==> config.mk <==
export PLATFORM = sky130hd
export DESIGN_NAME = xalu_issue_ctrl_flat
export DESIGN_NICKNAME = d
export VERILOG_FILES = /design/src/rtl/xalu_issue_ctrl_if.sv /design/src/rtl/xalu_issue_ctrl.sv /design/src/flat_wrapper.sv
export SDC_FILE = /design/constraint.sdc
export NUM_CORES = 1
export LEC_CHECK = 0
export BUFFER_PORTS_ARGS = -buffer_cell sky130_fd_sc_hd__buf_2
export CORE_AREA = 2 2 65 67
export CTS_BUF_LIST = sky130_fd_sc_hd__clkbuf_2
export DETAILED_ROUTE_END_ITERATION = 10
export DIE_AREA = 0 0 67 69
export PLACE_DENSITY = 0.81
export SETUP_SLACK_MARGIN = 0.1
export SYNTH_ARGS = -nofsm -noshare
export SYNTH_HDL_FRONTEND = slang
export SYNTH_SLANG_ARGS = --single-unit
==> constraint.sdc <==
create_clock -name i_clk -period 2.1 [get_ports i_clk]
set_input_delay 0.525 -clock i_clk [delete_from_list [all_inputs] [get_ports i_clk]]
set_output_delay 0.525 -clock i_clk [all_outputs]
set_load 0.05 [all_outputs]
==> src/rtl/xalu_issue_ctrl_if.sv <==
// ---------------------------------------------------------------------------
// xalu_issue_ctrl_if
//
// Bundle between the E-stage decode / pipeline control and the XALU issue
// controller. The controller takes the slave view; whoever drives the
// instruction stream and the XALU Busy line takes the master view.
//
// Signals (direction seen from the controller):
//   InstrValid  in   E stage holds a HI/LO-class instruction
//   InstrOp     in   0 mult, 1 multu, 2 div, 3 divu, 4 mthi, 5 mtlo,
//                    6 mfhi, 7 mflo
//   Flush       in   E-stage instruction is killed this cycle
//   Busy        in   XALU busy (registered inside the XALU)
//   Start       out  0 none, 1 mult/div launch, 2 mthi/mtlo write
//   XALUOp      out  InstrOp when Start != 0, else 0
//   Stall       out  freeze F/D/E and bubble M
//   HiLoSel     out  mf read-mux select: 1 HI, 0 LO
//   MfValid     out  mf result may be captured this cycle
//   Error       out  sticky Busy / tracking disagreement
//   IssueCount  out  saturating count of launches
//   StallCount  out  saturating count of stall cycles
// ---------------------------------------------------------------------------
interface xalu_issue_ctrl_if #(
  parameter int unsigned CNT_W = 16
);
  logic             InstrValid;
  logic [2:0]       InstrOp;
  logic             Flush;
  logic             Busy;
  logic [1:0]       Start;
  logic [2:0]       XALUOp;
  logic             Stall;
  logic             HiLoSel;
  logic             MfValid;
  logic             Error;
  logic [CNT_W-1:0] IssueCount;
  logic [CNT_W-1:0] StallCount;

  modport slave (
    input  InstrValid, InstrOp, Flush, Busy,
    output Start, XALUOp, Stall, HiLoSel, MfValid, Error,
           IssueCount, StallCount
  );

  modport master (
    output InstrValid, InstrOp, Flush, Busy,
    input  Start, XALUOp, Stall, HiLoSel, MfValid, Error,
           IssueCount, StallCount
  );
endinterface

==> src/rtl/xalu_issue_ctrl.sv <==
// ---------------------------------------------------------------------------
// xalu_issue_ctrl
//
// Issue and hazard controller for the multiply/divide unit (XALU) in the
// E stage. Turns the E-stage HI/LO-class instruction into the XALU
// Start/XALUOp command, stalls the pipeline while a multiply or divide is
// in flight, tracks the expected completion with a private latency counter
// and cross-checks that against the XALU Busy line. Two saturating
// performance counters record launches and stall cycles.
//
// Parameters:
//   MULT_LAT  cycles Busy stays high after a mult/multu issue edge (<= 15)
//   DIV_LAT   cycles Busy stays high after a div/divu issue edge  (<= 15)
//   CNT_W     performance counter width; must match the interface
//
// Ports:
//   i_clk    in   system clock, rising edge
//   i_rst_n  in   asynchronous active-low reset
//   bus      slave view of xalu_issue_ctrl_if (see that file)
// ---------------------------------------------------------------------------
module xalu_issue_ctrl #(
  parameter int unsigned MULT_LAT = 5,
  parameter int unsigned DIV_LAT  = 10,
  parameter int unsigned CNT_W    = 16
) (
  input  logic              i_clk,
  input  logic              i_rst_n,
  xalu_issue_ctrl_if.slave  bus
);

  typedef enum logic [1:0] {
    S_IDLE,
    S_MUL_RUN,
    S_DIV_RUN,
    S_OVERRUN
  } state_t;

  localparam logic [3:0] MULT_REM = 4'(MULT_LAT);
  localparam logic [3:0] DIV_REM  = 4'(DIV_LAT);

  // Start encodings driven to the XALU.
  localparam logic [1:0] START_NONE   = 2'd0;
  localparam logic [1:0] START_LAUNCH = 2'd1;
  localparam logic [1:0] START_WRITE  = 2'd2;

  state_t           r_state;
  state_t           w_state_nxt;
  logic [3:0]       r_rem;
  logic [3:0]       w_rem_nxt;
  logic             r_error;
  logic             w_error_nxt;
  logic [CNT_W-1:0] r_issue_cnt;
  logic [CNT_W-1:0] r_stall_cnt;

  logic             w_req;
  logic             w_op_launch;
  logic             w_op_mt;
  logic [1:0]       w_start;
  logic [2:0]       w_xalu_op;
  logic             w_stall;
  logic             w_mf_valid;

  // A flushed instruction is invisible to the controller: no launch, no
  // mf capture and no stall on its behalf.
  assign w_req       = bus.InstrValid & ~bus.Flush;
  assign w_op_launch = ~bus.InstrOp[2];
  assign w_op_mt     = (bus.InstrOp[2:1] == 2'b10);

  // ---------------------------------------------------------------------
  // Next-state and command decode
  // ---------------------------------------------------------------------
  // NOTE: every signal written here gets a default before the case, so no
  // path through the block can leave one unassigned and infer a latch.
  always_comb begin
    w_state_nxt = r_state;
    w_rem_nxt   = r_rem;
    w_error_nxt = r_error;
    w_start     = START_NONE;
    w_stall     = 1'b0;
    w_mf_valid  = 1'b0;

    unique case (r_state)
      S_IDLE: begin
        if (w_req) begin
          if (w_op_launch) begin
            w_start = START_LAUNCH;
          end else if (w_op_mt) begin
            w_start = START_WRITE;
          end else begin
            w_mf_valid = 1'b1;
          end
        end

        // Busy while we believe the XALU is idle means tracking is already
        // lost; wait in OVERRUN until the XALU drains rather than trusting
        // a fresh latency count.
        if (bus.Busy) begin
          w_error_nxt = 1'b1;
          w_state_nxt = S_OVERRUN;
        end else if (w_start == START_LAUNCH) begin
          // Ops 2/3 (div/divu) have InstrOp[1] set; 0/1 are multiplies.
          if (bus.InstrOp[1]) begin
            w_state_nxt = S_DIV_RUN;
            w_rem_nxt   = DIV_REM;
          end else begin
            w_state_nxt = S_MUL_RUN;
            w_rem_nxt   = MULT_REM;
          end
        end
      end

      S_MUL_RUN, S_DIV_RUN: begin
        // Anything HI/LO-class waits, including a new launch or mt that
        // would clobber the in-flight result.
        w_stall   = w_req;
        w_rem_nxt = r_rem - 4'd1;
        if (r_rem <= 4'd1) begin
          w_state_nxt = S_IDLE;
          w_rem_nxt   = 4'd0;
        end else if (!bus.Busy) begin
          // XALU finished earlier than its fixed latency.
          w_error_nxt = 1'b1;
          w_state_nxt = S_IDLE;
          w_rem_nxt   = 4'd0;
        end
      end

      S_OVERRUN: begin
        w_stall = w_req;
        if (!bus.Busy) begin
          w_state_nxt = S_IDLE;
        end
      end

      default: begin
        w_state_nxt = S_IDLE;
        w_rem_nxt   = 4'd0;
      end
    endcase
  end

  assign w_xalu_op = (w_start != START_NONE) ? bus.InstrOp : 3'd0;

  // ---------------------------------------------------------------------
  // State, sticky error and performance counters
  // ---------------------------------------------------------------------
  // NOTE: sequential state uses non-blocking assignments so every register
  // samples the pre-edge values regardless of statement order.
  always_ff @(posedge i_clk or negedge i_rst_n) begin
    if (!i_rst_n) begin
      r_state     <= S_IDLE;
      r_rem       <= 4'd0;
      r_error     <= 1'b0;
      r_issue_cnt <= '0;
      r_stall_cnt <= '0;
    end else begin
      r_state <= w_state_nxt;
      r_rem   <= w_rem_nxt;
      r_error <= w_error_nxt;

      // Both counters stick at all-ones instead of wrapping.
      if ((w_start == START_LAUNCH) && (r_issue_cnt != '1)) begin
        r_issue_cnt <= r_issue_cnt + CNT_W'(1);
      end
      if (w_stall && (r_stall_cnt != '1)) begin
        r_stall_cnt <= r_stall_cnt + CNT_W'(1);
      end
    end
  end

  // ---------------------------------------------------------------------
  // Outputs
  // ---------------------------------------------------------------------
  assign bus.Start      = w_start;
  assign bus.XALUOp     = w_xalu_op;
  assign bus.Stall      = w_stall;
  assign bus.MfValid    = w_mf_valid;
  // Pure decode; consumers qualify it with MfValid.
  assign bus.HiLoSel    = (bus.InstrOp == 3'd6);
  assign bus.Error      = r_error;
  assign bus.IssueCount = r_issue_cnt;
  assign bus.StallCount = r_stall_cnt;

endmodule

==> src/flat_wrapper.sv <==
// flat-port wrapper written by rule: the top's interface ports become plain ports
module xalu_issue_ctrl_flat 
#(
  parameter int unsigned MULT_LAT = 5,
  parameter int unsigned DIV_LAT  = 10,
  parameter int unsigned CNT_W    = 16
)
  (i_clk, i_rst_n, bus_InstrValid, bus_InstrOp, bus_Flush, bus_Busy, bus_Start, bus_XALUOp, bus_Stall, bus_HiLoSel, bus_MfValid, bus_Error, bus_IssueCount, bus_StallCount);
  xalu_issue_ctrl_if #(.CNT_W(CNT_W)) bus_i ();
  input  logic i_clk;
  input  logic i_rst_n;
  input wire logic [$bits(bus_i.InstrValid)-1:0] bus_InstrValid;
  input wire logic [$bits(bus_i.InstrOp)-1:0] bus_InstrOp;
  input wire logic [$bits(bus_i.Flush)-1:0] bus_Flush;
  input wire logic [$bits(bus_i.Busy)-1:0] bus_Busy;
  output wire logic [$bits(bus_i.Start)-1:0] bus_Start;
  output wire logic [$bits(bus_i.XALUOp)-1:0] bus_XALUOp;
  output wire logic [$bits(bus_i.Stall)-1:0] bus_Stall;
  output wire logic [$bits(bus_i.HiLoSel)-1:0] bus_HiLoSel;
  output wire logic [$bits(bus_i.MfValid)-1:0] bus_MfValid;
  output wire logic [$bits(bus_i.Error)-1:0] bus_Error;
  output wire logic [$bits(bus_i.IssueCount)-1:0] bus_IssueCount;
  output wire logic [$bits(bus_i.StallCount)-1:0] bus_StallCount;
  assign bus_i.InstrValid = bus_InstrValid;
  assign bus_i.InstrOp = bus_InstrOp;
  assign bus_i.Flush = bus_Flush;
  assign bus_i.Busy = bus_Busy;
  assign bus_Start = bus_i.Start;
  assign bus_XALUOp = bus_i.XALUOp;
  assign bus_Stall = bus_i.Stall;
  assign bus_HiLoSel = bus_i.HiLoSel;
  assign bus_MfValid = bus_i.MfValid;
  assign bus_Error = bus_i.Error;
  assign bus_IssueCount = bus_i.IssueCount;
  assign bus_StallCount = bus_i.StallCount;
  xalu_issue_ctrl #(.MULT_LAT(MULT_LAT), .DIV_LAT(DIV_LAT), .CNT_W(CNT_W)) u_core (.i_clk(i_clk), .i_rst_n(i_rst_n), .bus(bus_i));
endmodule
==> summary by stage, run 1 <==
Critical path
In this run the worst path has a maximum fanout of 5. The worst reg2reg path depth is 8. On the critical path the largest part of the delay comes from buffers and inverters. The worst register-to-register path ends at u_core.bus.IssueCount[13].

The critical path goes through inv_2 > ha_4 > buf_4 > or3b_4 > clkinvlp_4 > buf_8. Counting buffers and inverters, the worst setup path is 6 cells deep. The delay of the slowest cell on the worst path is 0.42 ns.

For this design, the slowest cell found on the critical path is sky130_fd_sc_hd__dfrtp_1. Data on the critical path arrives at its endpoint at around 1.8 ns. The worst setup path is launched from a register. The count of buffering cells on the critical path with inverters included is 4.

Data on the critical path is required at its endpoint by 1.57 ns. The worst setup path is captured at an output port. The worst register-to-register path has a setup slack of 0.10 ns. The beginning of the worst register-to-register path is u_core.r_state[1]. The critical path ends at bus_Stall. The class of the most critical setup path is register to output port. Tracing the worst setup path back leads to its startpoint at u_core.r_state[1].

Clocking
The post-CTS clock slew at the launch and capture registers of the worst setup and hold paths is 0.22 ns. In this run the number of H-tree levels came out at 2. The maximum root-to-sink buffer count is 2. The clock tree root buffer cell is sky130_fd_sc_hd__clkbuf_2. The clock tree from TritonCTS is done. The clock sink count is 39.

For the worst-skew pair, the clock arrives at the later sink with an insertion delay of 0.40 ns. The clock buffer count from CTS is 5. The hold buffer count at CTS is 0.

Logic synthesis
Synthesis produced 204 cells. The Yosys step of the flow raised 0 warnings. Yosys mapped the design onto 44 distinct sky130hd cell types. The synthesized area per cell is 10.5 um2. The sequential cell area fraction in the yosys report is 45.3%. The mapped cell area is 0.00215 mm2. In this run, synthesis produced a sequential element count of 39. The net count of the mapped netlist is 219.

Drt
The count of nets left with antenna violations once routing finished came out at 0. The total iterations of the first detailed-routing run is 4. The post-detailed-route via-to-cell ratio is 5.67. For this block, the routed nets add up to 4.86 mm of wire. After detailed routing, the number of remaining DRC violations is 0. The iteration-0 DRC count of the detailed router is 158. In the final routed layout, each cell accounts on average for between 15 and 20 um. Across all layers, the routed design uses 1833 vias.

Cells and area
Measured on the finished design, the core utilization comes to a little under three quarters. Cells with a size suffix above 1 make up between 30 and 40% of the layout. 0 antenna diodes ended up in the layout. The final net count is between 200 and 300.

Compared with the post-synthesis result, the final layout area differs by 29.8%. The top cell types in the final layout, fill and taps aside, are 41 x sky130_fd_sc_hd__buf_2, 36 x sky130_fd_sc_hd__dfrtp_1, 26 x sky130_fd_sc_hd__xor2_1. Leaving out fill and tap cells, the most frequent cell in the layout is sky130_fd_sc_hd__buf_2. The filler cell count in the final layout is 322. The final standard cell area without fillers is 0.00279 mm2.

Worst hold path
The type of the worst min-delay path is input pin to async pin.

Run status
The checks that failed: setup timing. The run finished, with violations left.

GRT
The aggregate global routing overflow is 0. The total routing resource utilization after global routing is 22.7%. The first global-routing pass estimated 8.24 mm of wire. The via count of the first global-routing pass is 1732. Entering global routing, the biggest net connects 40 pins. The number of antenna violations at the first check in global routing is 0.

Floorplanning
The region available for standard cell placement spans roughly 0.0039 mm2. The die is about 70 um tall. For this design the top-level I/O count stands at 49. The initial core utilization is 55.0%. The number of core rows is 23. The die covers roughly 0.0046 mm2. The horizontal die dimension is 67 um.

Power
The reported leakage power is 1.37 nW. The worst-case IR drop observed on VDD is 0.693 mV. The power after layout is 0.00308 W. For this design the ratio of total power to cell area is 1100 mW/mm2.

Place
Routability-driven placement finished with a final weighted congestion of between 0.8 and 0.9. The count of input and output buffers is 48. The worst setup slack after placement is approximately 0.067 ns.

The placed wire-length estimate is 3.18 mm. The area of placed instances is 0.00252 mm2.

STA
Subtracting the final worst setup slack from the clock period gives ~2.3 ns. The highest clock frequency the design can meet is 426 MHz. Setup repair after global routing could not meet its margin everywhere. At the pin with the least slew margin, the transition time is 0.616 ns. The final hold violation count is 0. Clock skew on the completed layout was measured at about 0.022 ns. Setup violations remaining at the end of the flow were counted as 7. The final critical path takes up 112% of the cycle. The final-report max-slew violation count was 0. The post-layout worst setup margin is -0.246 ns. In this run the tightest slew margin relative to its limit is just under 60%. The final setup TNS is -1.25 ns.

Flow run
The count of maximum capacitance violations is 0.
==> where the power goes <==
group / switching, W / internal, W / total [W]
Clock: 0.000273 / 0.000320 / 0.000593
Combinational: 0.000845 / 0.000546 / 0.00139
Sequential: 0.000184 / 0.000910 / 0.00109
Total: 0.00130 / 0.00178 / 0.00308
==> cell usage after synthesis (all sizes together) <==
cell type | n | share of area [%]
a211o | 1 | 0.41
a21o | 1 | 0.35
a21oi | 2 | 0.64
a22o | 2 | 0.81
and2 | 2 | 0.58
and3 | 3 | 0.87
and4 | 5 | 2.0
buf | 4 | 1.8
clkbuf | 1 | 0.23
dfrtp | 39 | 45
ha | 7 | 4.1
inv | 7 | 1.2
mux2 | 2 | 1.0
nand2 | 10 | 1.7
nand2b | 2 | 0.58
nand3 | 10 | 2.9
nand3b | 1 | 0.35
nand4 | 14 | 4.1
nor2 | 13 | 2.3
nor2b | 1 | 0.29
nor3 | 14 | 3.3
nor3b | 3 | 1.0
nor4 | 8 | 4.2
nor4b | 1 | 0.41
nor4bb | 1 | 0.47
o211ai | 2 | 0.70
o21a | 2 | 0.70
o21ai | 6 | 1.4
o221ai | 1 | 0.41
o311ai | 1 | 0.41
o31a | 1 | 0.41
o32ai | 1 | 0.41
or2 | 2 | 0.58
or3b | 2 | 0.81
or4 | 1 | 0.52
or4b | 1 | 0.47
xnor2 | 4 | 1.6
xor2 | 26 | 11
==> state kept, by name, summed over array words and instances, names as in the netlist <==
signal,count
u_core.bus.IssueCount,16
u_core.bus.StallCount,16
u_core.r_rem,4
u_core.r_state,2
u_core.bus.Error,1
==> how the worst min path moves through the flow <==
stage / to / slack [ns] / cells after the start
finish: u_core.bus.IssueCount[15] / 0.12 / 2
floorplan: u_core.bus.Error / 0.23 / 0
detailed placement: u_core.bus.Error / 0.45 / 1
global placement: u_core.bus.Error / 0.46 / 1
global route: u_core.bus.IssueCount[15] / 0.12 / 2
CTS: u_core.bus.IssueCount[15] / 0.13 / 2
==> routing by layer <==
layer	up-vias	GRT usage, %	share of wire, %
li1	876	-	-
met1	903	32.4	44
met2	47	34.1	51
met3	7	3.75	3.6
met4	0	8.84	1.5
met5	-	0	0
==> stage by stage <==
stage	cells	hold WS, ns
after floorplan	204	0.229
after global placement	309	0.457
after detailed placement	309	0.451
after CTS	319	0.125
after global routing	323	0.119
final	323	0.123
==> what timing repair did <==
item,4_1_cts,5_1_grt
pin swaps,5,3
cloned,0,0
setup endpoints to repair,8,14
buffers inserted,2,4
gates resized for setup,18,14
==> area by class of cell <==
cell class / count / area (um2) / area share, %
Clock buffer: 5 / 25.0 / 0.896
Clock inverter: 3 / 67.6 / 2.42
Inverter: 7 / 30.0 / 1.07
Multi-Input combinational cell: 153 / 1210 / 43.3
Sequential cell: 39 / 980 / 35.1
Tap cell: 50 / 62.6 / 2.24
Timing Repair Buffer: 66 / 419 / 15.0
==> kinds of logic (layout without fill, tap and decap cells) <==
group | Yosys count | count (layout) | synth area share [%]
mux | 2 | 2 | 1.05
xor+xnor | 30 | 30 | 12.2
compound gates | 20 | 20 | 6.63
fa+ha+maj | 7 | 7 | 4.07
simple gates | 94 | 94 | 27.4
buf+inv | 12 | 81 | 3.26
flops | 39 | 39 | 45.3
Note: power is estimated with default switching activity, not from simulation.
==> run 2, diff against run 1 <==
Settings changed: CORE_AREA 2 2 65 67 to 2 2 69 71, DIE_AREA 0 0 67 69 to 0 0 71 73, PLACE_DENSITY 0.81 to 0.76.
Clock period 2.1 ns to 1.9 ns, I/O delays scaled along.
==> summary by stage, run 2 (same netlist as run 1, synthesis figures left out) <==
Worst hold path
The hold path startpoint is u_core.bus.Error. The worst hold path belongs to the class register to register.

Drt
The overall via count from detail_route is 1946 (+6.2%). The post-route DRC violation count is 0 (unchanged). The iteration-0 DRC count of the detailed router was 81 (-49%). The sum of met2 wire segment lengths after detailed routing was 2.90 mm (+18%).

The per-cell routed wire length was 15.3 um (+1.6%). The final wirelength is 5.41 mm (+11%). The routed length on met3 came to 178 um (+0.56%). The number of routed nets with antenna violations is 0 (unchanged).

The routed length on met1 is 2.26 mm (+5.5%). The post-detailed-route via-to-cell ratio is 5.50 (-3.1%). The total iterations of the first detailed-routing run is 5 (+1). The highest metal layer with signal wires is met4.

Critical path
The delay of the slowest cell on the worst path is 0.43 ns (about the same). The class of the most critical setup path is register to output port. The destination of the worst register-to-register timing path is u_core.bus.StallCount[14]. The worst reg2reg path depth is 10 (+2). Grouping stages by cell kind, the critical path spends the most delay in flip-flops. The critical path starts at u_core.r_state[1]. In this run the critical register-to-register path is launched from u_core.r_state[1]. The count of buffering cells on the critical path with inverters included is 3 (-1). The critical path endpoint category is an output port. The critical path ends at bus_Stall. The arrival time at the worst endpoint is 1.69 ns (-0.13 ns).

The cell with the biggest individual delay on the critical path is sky130_fd_sc_hd__dfrtp_1. The critical-path maximum fanout was 4 (-1). The data required time of the worst path is 1.42 ns (-0.15 ns). The reg2reg setup slack came to -0.15 ns (-0.25 ns).

Walking the worst path, the cells encountered are inv_2 > ha_4 > or3b_4 > clkinvlp_4 > buf_8. The number of stages on the worst setup path is 5 (-1). The startpoint type of the worst setup path is a register.

Cells and area
The final net count is 314 (+9.4%). The final standard cell area without fillers came to 0.00321 mm2 (+15%). Leaving out fill and tap cells, the most frequent cells in the layout are 41 x sky130_fd_sc_hd__buf_2, 31 x sky130_fd_sc_hd__buf_4, 26 x sky130_fd_sc_hd__xor2_1. The share of cells above drive strength 1 is 52.7% (+13 points).

The area added between synthesis and finish is 49.4%. The antenna diode count was 0 (unchanged). The post-route non-filler standard cell count was 354 (+9.6%). Leaving out fill and tap cells, the most frequent cell in the layout is sky130_fd_sc_hd__buf_2.

Place
The count of input and output buffers came to 48 (unchanged). The worst setup slack after placement is -0.112 ns (-0.179 ns). The placed wire-length estimate is 3.45 mm (+8.5%).

The last weighted congestion value of the routability-driven placer is 0.871 (+2.6%). The area of placed instances was 0.00267 mm2 (+5.7%). The number of cells in the design after placement is 325 (+5.2%).

Power
The reported leakage power is 1.54 nW (+13%). The areal power density over the cells is 1050 mW/mm2 (-4.3%). The maximum ir drop on the vdd rail is 0.586 mV (-16%). The power after layout is 0.00339 W (+10%).

Clocking
The clock sink count is 39 (unchanged). The clock buffer count from CTS is 5 (unchanged). The maximum root-to-sink buffer count was 2 (unchanged). The clock latency reported for the late side of the worst-skew pair is 0.38 ns (-0.02 ns). The CTS H-tree depth is 2 (unchanged). The post-CTS clock slew at the launch and capture registers of the worst setup and hold paths is 0.20 ns (-0.02 ns).

The clock tree root buffer cell is sky130_fd_sc_hd__clkbuf_2. The clock tree from TritonCTS is done.

Floorplanning
The number of core rows was 25 (+8.7%). The initial core utilization is 47.4% (-7.5 points). The die height is 73 um (+5.8%). The die outline area came to 0.00518 mm2 (+12%). The number of placed I/O pins came to 49 (unchanged). The area of the placeable core came to 0.00454 mm2 (+16%).

The horizontal die dimension is 71 um (+6.0%).

STA
The highest clock frequency the design can meet is 461 MHz. The post-layout worst setup margin was -0.270 ns (-0.0235 ns). The max-slew headroom at the worst pin is 69.4% (+11 points). The final setup TNS came to -2.44 ns (-1.19 ns). The final-report max-slew violation count is 0 (unchanged). The final hold violation count is 0 (unchanged).

The worst setup skew after layout came to 0.0217 ns (+0.000142 ns). Setup repair after global routing could not meet its margin everywhere. The slew at the pin closest to its max-slew limit is 0.458 ns (-0.158 ns). The post-route clock period utilization is 114%. For the finished layout, the period the worst path requires is around 2.2 ns. The final count of negative-setup-slack endpoints was 21 (+14).

GRT
The number of antenna violations at the first check in global routing is 0 (unchanged). The via count of the first global-routing pass is 1805 (+4.2%). The aggregate global routing overflow was 0 (unchanged). The largest net degree at the start of global routing is 22 (-45%). The total routing resource utilization after global routing came to 20.4% (-2.3 points). The first-pass GRT wire length is 8.47 mm (+2.9%).

Run status
The checks that failed: setup timing. The run finished, with violations left.

Flow run
The count of maximum capacitance violations was 0 (unchanged).
run 2: final cells by class:
class                      instances  area [um2]
tap                               54        67.6
clock buffer                       7        35.0
fill                             314        1320
sequential                        39         993
clock inverter                     1        5.00
inverter                           7        30.0
multi-input combinational        153        1380
timing repair buffer              93         706
run 2: stage by stage:
step                      utilization (%)  hold slack [ns]
after CTS                            65.9            0.499
after global routing                 70.9            0.525
after global placement               58.8            0.454
after floorplan                         -            0.179
final                                70.9            0.499
after detailed placement             58.8            0.456
run 2: metal layers:
layer	track usage [%]	vias up
met1	25.8	965
met2	35.4	36
li1	-	939
met5	0	-
met3	3.87	6
met4	6.71	0
run 2: power by group:
part | total, W | switching [W] | internal (W)
Combinational | 0.00180 | 0.00103 | 0.000774
Clock | 0.000363 | 0.000262 | 0.000101
Sequential | 0.00123 | 0.000208 | 0.00102
Total | 0.00339 | 0.00150 | 0.00189
run 2: how the worst min path moves through the flow:
stage | to | slack (ns) | cells past startpoint
after detailed placement | u_core.bus.IssueCount[3] | 0.46 | 1
after global placement | u_core.r_state[1] | 0.45 | 1
after CTS | u_core.bus.Error | 0.50 | 1
final | u_core.bus.Error | 0.50 | 1
after floorplan | u_core.bus.Error | 0.18 | 0
after global routing | u_core.bus.Error | 0.53 | 1
run 2: worst register-to-register path: cells and delay by family (launching register included):
family	cells	cell delay (ns)
and+or+nand+nor	3	0.63
buffers and inverters	5	0.59
DFF	1	0.43
adders and majority gates	1	0.17
xor gates and xnor gates	1	0.14
run 2: what timing repair did:
action,in CTS,in global routing
setup endpoints to repair,33,35
hold buffers,1,0
setup buffers,5,16
endpoints found under the hold margin,10,0
gates cloned,0,0
gates resized for setup,50,26
pin swaps,17,21
==> run 3, diff against run 2 <==
Settings changed: CORE_AREA 2 2 69 71 to 2 2 88 56, DIE_AREA 0 0 71 73 to 0 0 90 58.
==> summary by stage, run 3 (same netlist as run 1, synthesis figures left out) <==
Floorplanning
The horizontal die dimension is 90 um (+27%). The die outline area is 0.00522 mm2 (+0.71%). The number of placed I/O pins is 49 (unchanged). The initial core utilization is 48.7% (+1.2 points). The area of the placeable core is 0.00442 mm2 (-2.5%). The number of core rows is 19 (-24%). The die height is 58 um (-21%).

GRT
The via count of the first global-routing pass is 1863 (+3.2%). The met3 global-route usage is 4.94% (+1.1 points). The global routing usage on met1 is 31.9% (+6.1 points).

The aggregate global routing overflow is 0 (unchanged). The first-pass GRT wire length is 9.20 mm (+8.6%). The number of antenna violations at the first check in global routing came to 0 (unchanged). The total routing resource utilization after global routing is 22.5% (+2.1 points). The global routing met2 resource utilization is 35.6% (+0.14 points). met2 is the most crowded layer.

The largest net degree at the start of global routing came to 27 (+23%).

STA
The highest clock frequency the design can meet is 461 MHz (about the same). The final-report max-slew violation count came to 0 (unchanged). The final count of negative-setup-slack endpoints is 12 (-43%). The post-route clock period utilization is 114% (about the same). Setup repair after global routing could not meet its margin everywhere. The post-layout worst setup margin is -0.270 ns (+0.000135 ns). The slew at the pin closest to its max-slew limit is 0.589 ns (+0.131 ns).

The max-slew headroom at the worst pin is 60.7% (-8.7 points). The clock period minus final worst setup slack is 2.17 ns (-0.000135 ns). The final setup TNS came to -1.68 ns (+0.762 ns). The hold slack was 0.0412 ns (-0.457 ns). The worst setup skew after layout is 0.0214 ns (-0.000376 ns). The final hold violation count is 0 (unchanged).

Clocking
TritonCTS built the clock tree. The CTS H-tree depth is 2 (unchanged). The hold buffer count at CTS is 0 (-1).

The clock tree root buffer cell is sky130_fd_sc_hd__clkbuf_2. The clock latency reported for the late side of the worst-skew pair was 0.40 ns (+0.02 ns). The post-CTS clock slew at the launch and capture registers of the worst setup and hold paths is 0.22 ns (+0.02 ns). The clock buffer count from CTS is 5 (unchanged). The clock sink count came to 39 (unchanged). The maximum root-to-sink buffer count came to 2 (unchanged).

Flow run
The count of maximum capacitance violations came to 0 (unchanged).

Critical path
The cell with the biggest individual delay on the critical path is sky130_fd_sc_hd__dfrtp_1. The worst reg2reg path depth is 9 (-1). The critical path goes through inv_2 > ha_4 > nand3b_1 > buf_6 > nor3b_4 > buf_6. The destination of the worst register-to-register timing path is u_core.bus.StallCount[14]. Counting stages on the worst path, the most repeated cell is sky130_fd_sc_hd__buf_6. The startpoint type of the worst setup path is a register. The worst setup path is captured at an output port. The beginning of the worst register-to-register path is u_core.r_state[1].

The data required time of the worst path is 1.42 ns (about the same). The reg2reg setup slack is -0.08 ns (+0.07 ns). The critical-path maximum fanout came to 5 (+1). The delay of the slowest cell on the worst path was 0.44 ns (about the same). The arrival time at the worst endpoint is 1.69 ns (about the same). The class of the most critical setup path is register to output port.

Cells and area
The antenna diode count is 0 (unchanged). The post-route non-filler standard cell count is 360 (+1.7%). The utilization after layout is 74.7% (+3.9 points). The share of cells above drive strength 1 is 53.5% (+0.87 points). The most frequent standard cell in the layout excluding fill and tap cells is sky130_fd_sc_hd__buf_2. The final net count is 311 (-0.96%). The multi-input logic area is 0.00143 mm2 (+3.8%). Leaving out fill and tap cells, the most frequent cells in the layout are 40 x sky130_fd_sc_hd__buf_2, 33 x sky130_fd_sc_hd__buf_4, 25 x sky130_fd_sc_hd__xor2_1, 25 x sky130_fd_sc_hd__dfrtp_1.

The area added between synthesis and finish is 53.5%. The filler cell count in the final layout came to 284 (-9.6%). The flip-flop and latch area is 993 um2 (unchanged).

Run status
The checks that failed: setup timing. The flow ran to the end, but the final reports show violations.

Power
The power after layout was 0.00368 W (+8.4%). The reported leakage power came to 1.56 nW (+1.3%). The maximum ir drop on the vdd rail came to 0.809 mV (+38%). The areal power density over the cells came to 1110 mW/mm2 (+5.4%).

Drt
The overall via count from detail_route came to 2057 (+5.7%). The total iterations of the first detailed-routing run is 4 (-1). The number of routed nets with antenna violations is 0 (unchanged). The iteration-0 DRC count of the detailed router came to 118 (+46%). The final wirelength is 6.11 mm (+13%).

The per-cell routed wire length came to 17.0 um (+11%). The post-route DRC violation count is 0 (unchanged). The post-detailed-route via-to-cell ratio is 5.71 (+3.9%).

Place
The placed wire-length estimate is 3.83 mm (+11%). The number of cells in the design after placement is 333 (+2.5%). The last weighted congestion value of the routability-driven placer is 0.858 (-1.5%).

The count of input and output buffers came to 48 (unchanged).

Worst hold path
The worst hold path belongs to the class input pin to async pin.
## run 3: cell types whose count changed in the layout (fill, tap and decap cells not counted), sizes merged
cell	before	now
clkbuf	7	8
bufinv	0	2
dlygate4sd3	1	0
buf	92	88
clkinv	1	0
## run 3: power breakdown
group	switching, W	internal, W	total (W)
clock network	0.000285	0.000360	0.000645
registers	0.000210	0.00102	0.00123
logic	0.00106	0.000747	0.00180
## run 3: layout make-up
class                   count  share of cell area [%]
repair buffers             90                    20.6
clock inverters             2                    1.82
inverters                   7                   0.909
well taps                  63                    2.39
flip-flops and latches     39                    30.1
clock buffers               6                   0.909
multi-input cells         153                    43.3
## run 3: how the worst max path moves through the flow
| stage | depth (start not counted) | end | start | slack (ns) |
|---|---|---|---|---|
| 2_1_floorplan | 7 | bus_Stall | u_core.r_state[1] | -0.11 |
| 3_3_place_gp | 5 | u_core.bus.StallCount[6] | bus_Flush | -0.03 |
| 3_5_place_dp | 7 | u_core.bus.IssueCount[11] | u_core.r_state[0] | -0.11 |
| 4_1_cts | 6 | bus_XALUOp[2] | u_core.r_state[0] | -0.28 |
| 5_1_grt | 6 | bus_Start[1] | u_core.r_state[1] | -0.37 |
| 6_report | 6 | bus_Start[1] | u_core.r_state[1] | -0.27 |
## run 3: worst max-delay path: cells and delay by family (launching register included)
| family | cells | cell delay, ns |
|---|---|---|
| flops | 1 | 0.44 |
| buf+inv | 3 | 0.43 |
| simple gates | 2 | 0.29 |
| fa+ha+maj | 1 | 0.15 |
## run 3: stage by stage
step	cell area, um2	setup slack (ns)
finish	3300	-0.270
global route	3300	-0.367
global placement	2670	-0.0348
floorplan	2240	-0.112
detailed placement	2670	-0.105
CTS	3110	-0.279
## run 3: repair_timing
action | in CTS | in global routing
setup buffers | 12 | 8
gates cloned | 0 | 1
endpoints found under the setup margin | 34 | 36
pin swaps | 16 | 23
gates resized for setup | 53 | 26
## run 3: routing by layer
metal	share of wire, %	wire (um)
met1	45	2770
met2	48	2920
met3	5.6	340
met4	1.3	80
met5	0	0
